===== src/rtl/clk_run_ctrl.sv =====
// Run controller: sequences core reset release, gates the core clock enable
// (free-run / single-step / pause), and stops on HLT, error or cycle budget.
// Ports: CLK, reset (async active-low), run_req, step_req, halt_req, cpu_halt,
//        cpu_err -> core_rst_n, core_ce, state, cycle_cnt, done, stop_code.
module clk_run_ctrl #(
  parameter int RST_CYCLES = 2,
  parameter int CNT_W      = 32,
  parameter int MAX_CYCLES = 1000000
) (
  input  logic             CLK,
  input  logic             reset,
  input  logic             run_req,
  input  logic             step_req,
  input  logic             halt_req,
  input  logic             cpu_halt,
  input  logic             cpu_err,
  output logic             core_rst_n,
  output logic             core_ce,
  output logic [2:0]       state,
  output logic [CNT_W-1:0] cycle_cnt,
  output logic             done,
  output logic [1:0]       stop_code
);

  localparam int RW = (RST_CYCLES < 2) ? 1 : $clog2(RST_CYCLES);
  localparam logic [RW-1:0] RST_LAST = RW'(RST_CYCLES - 1);
  localparam logic [CNT_W-1:0] CNT_LAST = CNT_W'(MAX_CYCLES - 1);

  typedef enum logic [2:0] {
    S_RST  = 3'd0,
    S_IDLE = 3'd1,
    S_RUN  = 3'd2,
    S_STEP = 3'd3,
    S_STOP = 3'd4
  } state_e;

  state_e           state_q, state_d;
  logic [RW-1:0]    rst_cnt_q, rst_cnt_d;
  logic [CNT_W-1:0] cnt_q, cnt_d;
  logic             done_q, done_d;
  logic [1:0]       code_q, code_d;
  logic             ce;
  logic             budget_hit;

  always_comb begin
    state_d   = state_q;
    rst_cnt_d = rst_cnt_q;
    cnt_d     = cnt_q;
    done_d    = done_q;
    code_d    = code_q;
    ce         = (state_q == S_RUN) || (state_q == S_STEP);
    budget_hit = ce && (cnt_q == CNT_LAST);
    // The budget stops the core at MAX_CYCLES, so this never wraps.
    if (ce) cnt_d = cnt_q + 1'b1;
    unique case (state_q)
      S_RST: begin
        rst_cnt_d = rst_cnt_q + 1'b1;
        if (rst_cnt_q == RST_LAST) state_d = S_IDLE;
      end
      S_IDLE: begin
        if (run_req && !halt_req) state_d = S_RUN;
        else if (step_req)        state_d = S_STEP;
      end
      S_RUN, S_STEP: begin
        priority case (1'b1)
          cpu_err: begin
            state_d = S_STOP;
            done_d  = 1'b1;
            code_d  = 2'd2;
          end
          cpu_halt: begin
            state_d = S_STOP;
            done_d  = 1'b1;
            code_d  = 2'd1;
          end
          budget_hit: begin
            state_d = S_STOP;
            done_d  = 1'b1;
            code_d  = 2'd3;
          end
          default: begin
            // A step is always a single enabled cycle.
            if (state_q == S_STEP || halt_req || !run_req)
              state_d = S_IDLE;
          end
        endcase
      end
      S_STOP: ;
      default: state_d = S_RST;
    endcase
  end

  always_ff @(posedge CLK or negedge reset) begin
    if (!reset) begin
      state_q   <= S_RST;
      rst_cnt_q <= '0;
      cnt_q     <= '0;
      done_q    <= 1'b0;
      code_q    <= 2'd0;
    end else begin
      state_q   <= state_d;
      rst_cnt_q <= rst_cnt_d;
      cnt_q     <= cnt_d;
      done_q    <= done_d;
      code_q    <= code_d;
    end
  end

  assign state      = state_q;
  assign core_ce    = ce;
  assign core_rst_n = (state_q != S_RST);
  assign cycle_cnt  = cnt_q;
  assign done       = done_q;
  assign stop_code  = code_q;

endmodule

===== config.mk =====
export PLATFORM = sky130hd
export DESIGN_NAME = clk_run_ctrl
export DESIGN_NICKNAME = d
export VERILOG_FILES = /design/src/rtl/clk_run_ctrl.sv
export SDC_FILE = /design/constraint.sdc
export NUM_CORES = 1
export LEC_CHECK = 0
export ABC_AREA = 0
export ABC_CLOCK_PERIOD_IN_PS = 1700
export BUFFER_PORTS_ARGS = -buffer_cell sky130_fd_sc_hd__clkbuf_2
export CAP_MARGIN = 15
export CORE_UTILIZATION = 55
export CTS_BUF_LIST = sky130_fd_sc_hd__clkbuf_8
export CTS_CLUSTER_DIAMETER = 30
export DETAILED_ROUTE_END_ITERATION = 6
export GPL_ROUTABILITY_DRIVEN = 0
export PLACE_DENSITY_LB_ADDON = 0.2
export SLEW_MARGIN = 10
export SYNTH_ARGS = -nofsm -noshare
export SYNTH_HDL_FRONTEND = slang
export SYNTH_SLANG_ARGS = --single-unit

===== constraint.sdc =====
create_clock -name CLK -period 1.7 [get_ports CLK]
set_input_delay 0.085 -clock CLK [delete_from_list [all_inputs] [get_ports CLK]]
set_output_delay 0.085 -clock CLK [all_outputs]
set_load 0.01 [all_outputs]

==> flow_summary.yaml <==
floorplanning:
  y_dimension_of_the_die_um: 62.39
  die_width_um: 62.39
  io-pin-count: 47
  placeableCoreArea_mm2: 0.003416
  num_rows: 21
  starting_density_of_the_core_pct: 58.72
  die_area_mm2: 0.003892
detailed_routing:
  drt-initial-drc-count: 60
  final_antenna_violating_net_count: 0
  vias_per_cell: 5.525
  dr.pass1.iters: 4
  drt_drc_violations_left: 0
  wire_per_inst_um: 15.11
  wl_mm: 4.456
  vias: 1630
finish:
  area_growth_pct: 29.20
  n_antenna_cell: 0
  finalNetCount: 256
  layout-drive-gt1-share_pct: 40.96
  final_design_area_no_fill_mm2: 0.002591
  seqCellArea_um2: 977.2
  multi_input_area_mm2: 0.001032
  fillers: 246
placed_design:
  placed_area_mm2: 0.002445
  pre_cts_worst_setup_slack_ps: 12.71
  port_buffers: 46
  post-dp-hpwl_mm: 3.295
pwr:
  seq_power_share_pct: 47.6
  max-vdd-ir-drop_uv: 926.5
  total_leakage_power_nw: 1.292
  power_switching_mw: 0.8544
  sw_frac_of_total_pct: 33.77
  comb_power_share_pct: 28.8
  internal_power_mw: 1.676
  power.share.clock_pct: 23.6
  power_density_mw_per_mm2: 976.5
yosys:
  synth_flop_cell: "dfrtp_1"
  mappedNetlistArea_mm2: 0.002006
  synth.top_cell.area_share_pct: 48.66
  yosys_warnings: 0
  synth_cell_types: 43
  post_synth_main_area_contributors: "dfrtp_1 49%, xnor2_1 9.6%, xor2_1 4.4%, nor3_2 3.5%, nand4_4 3.2%"
  synth_area_leader_cell: "dfrtp_1"
  most_common_cell_in_the_synthesized_netlist: "dfrtp_1"
  synth-edff-count: 0
  syn_area_per_cell_um2: 11.66
  proportion_of_register_bits_with_asynchronous_set_or_reset_after_synthesis_pct: 100.0
  seq_area_frac_synth_pct: 48.66
  synthesis.nets: 180
  synth_top_cells_by_count: "39 x dfrtp_1, 22 x xnor2_1, 11 x nand2_1"
  postSynthCellCount: 172
  yosys_register_bits: 39
grt:
  grt_first_pass_wirelength_mm: 7.507
  gr-usage-met3_pct: 5.109
  grt_start_max_net_pins: 40
  busiest_layer: "met2"
  gr-total-overflow: 0
  first_global_vias: 1599
  grt_use_total_pct: 24.84
  number_of_antenna_violations_at_the_first_check_in_global_routing: 0
  gr-usage-met2_pct: 42.72
  global_route.usage.met1_pct: 31.95
critical_path:
  path_max_fanout: 3
  crit_path_start_kind: "flop"
  worst-endpoint-arrival_ps: 1910
  cp_slowest_stage_delay_ps: 400
  reg_to_reg_critical_path_endpoint: "state[2]"
  worst-endpoint-required_ps: 1930
  cp_cell_sequence: "nor4_2, nand4_1, buf_4, nor4_4, o22a_1"
  critical_path_class: "reg -> reg"
  worst-r2r-cell-count: 5
  worst_path_dominant_cell_family: "simple AND/OR/NAND/NOR gates"
  critical_path.slowest_cell: "dfrtp_1"
  cp_num_buf_inv: 1
  end_kind: "flop"
  timing.rr.start: "cycle_cnt[21]"
  regToRegSetupSlack_ps: 20
worst_hold_path:
  min-delay-start: "cpu_halt"
  worstHoldPathType: "in -> reg"
  hold-path-cell-count: 2
  min_delay_worst_endpoint: "stop_code[0]"
timing:
  setup_violations: 0
  report.final.slew_viol_count: 0
  fin_crit_ps: 1681
  tightestPinTransition_ps: 500.7
  clock_skew_ps: 4.473
  post-route-worst-setup-slack_ps: 19.28
  max_freq_ghz: 0.5950
  timing.final.hold_violations: 0
  share_of_the_clock_period_used_by_the_worst_path_pct: 98.87
  worst_slew_margin_rel_pct: 66.62
  grt_setup_unrepaired: "yes"
cts:
  cts.path.max_buffers: 2
  cts_tree: "yes"
  worst_skew_pair.late_latency_ps: 290
  clk_pin_slew_ps: 80
  numCtsBuffers: 5
  cts_max_level: 2
  cts_sinks: 39
  cts_root_buffer: "clkbuf_8"
run:
  timing.max_cap.violations: 0
run_status:
  status: "completed"
==> worst register-to-register path: cells and delay by family, from the launching register on <==
kind | cells | cell delay (ps)
AND/OR/NAND/NOR | 3 | 830
flip-flops | 1 | 400
AO/OA/AOI/OAI | 1 | 210
buffers and inverters | 1 | 180
==> layer usage <==
metal | vias to the layer above | share of wire [%] | wire (µm)
li1 | 770 | - | -
met1 | 816 | 44 | 1974
met2 | 40 | 51 | 2277
met3 | 4 | 3.9 | 175
met4 | 0 | 0.61 | 27
met5 | - | 0 | 0
==> layout by cell type, fill, tap and decap left out, types with 2 or more instances in the layout <==
cell type  count
clkbuf_2      46
nand3b_1       2
or3_1          2
nand4_4        3
nor4_2         3
nor2b_1        2
nand2_1       11
xnor2_1       22
nand3_1        7
nor3_2         7
nor3_1         2
and4_1         2
nor2_1        10
and3_1         3
nand2b_1       2
dfrtp_1       38
inv_1          6
xor2_1        10
buf_4         25
nor4_4         4
clkbuf_8       5
nand4_1       10
==> through the flow <==
step                hold slack, ps  cells  setup TNS, ps  power (mW)  util, %
global placement             160.6    284              0       1.911    71.58
global route                 72.05    295         -130.5       2.670    75.86
detailed placement           169.7    284              0       1.948    71.58
finish                       67.09    295              0       2.530    75.86
floorplan                   -210.6    172              0       1.635        -
CTS                          66.94    294              0       2.538    74.73
==> repair_timing <==
action,CTS,global route
buffers inserted,1,1
pin swaps,1,3
endpoints found under the hold margin,39,0
hold buffers,1,0
gates resized for setup,1,7
endpoints found under the setup margin,1,14
==> power by group through the flow <==
stage	Combinational [mW]	Sequential (mW)	Clock (mW)
global placement	0.702	1.21	0
floorplan	0.364	1.27	0
finish	0.729	1.20	0.597
CTS	0.729	1.21	0.603
detailed placement	0.726	1.22	0
global route	0.803	1.23	0.640
==> registers in the layout (all words and copies together), names as in the netlist <==
| name | count |
|---|---|
| rst_cnt_q | 1 |
| stop_code | 2 |
| cycle_cnt | 32 |
| done | 1 |
| state | 3 |
==> kinds of logic after synthesis <==
family,Yosys count,share of synthesized area [%]
AO/OA/AOI/OAI,11,4.430
XOR/XNOR,32,13.97
adder cells (fa/ha/maj),1,0.6237
buffers and inverters,7,1.809
flip-flops,39,48.66
multiplexers,1,0.5614
AND/OR/NAND/NOR,81,29.94
==> how the worst max path moves through the flow <==
stage	from	end	depth (start not counted)	slack [ps]
floorplan	state[2]	cycle_cnt[12]	5	150
global placement	cycle_cnt[10]	state[1]	4	50
detailed placement	cycle_cnt[21]	state[1]	4	10
global route	cycle_cnt[21]	state[2]	5	-70
CTS	cycle_cnt[10]	state[1]	5	40
finish	cycle_cnt[21]	state[2]	5	20
==> final cells by class <==
class | count | share of cell area (%)
clock inverter | 3 | 0.4829
timing repair buffer | 72 | 16.51
inverter | 4 | 0.5794
sequential | 39 | 37.71
multi-input combinational | 126 | 39.84
tap | 46 | 2.221
clock buffer | 5 | 2.656
Power figures use the tool's default switching activity.
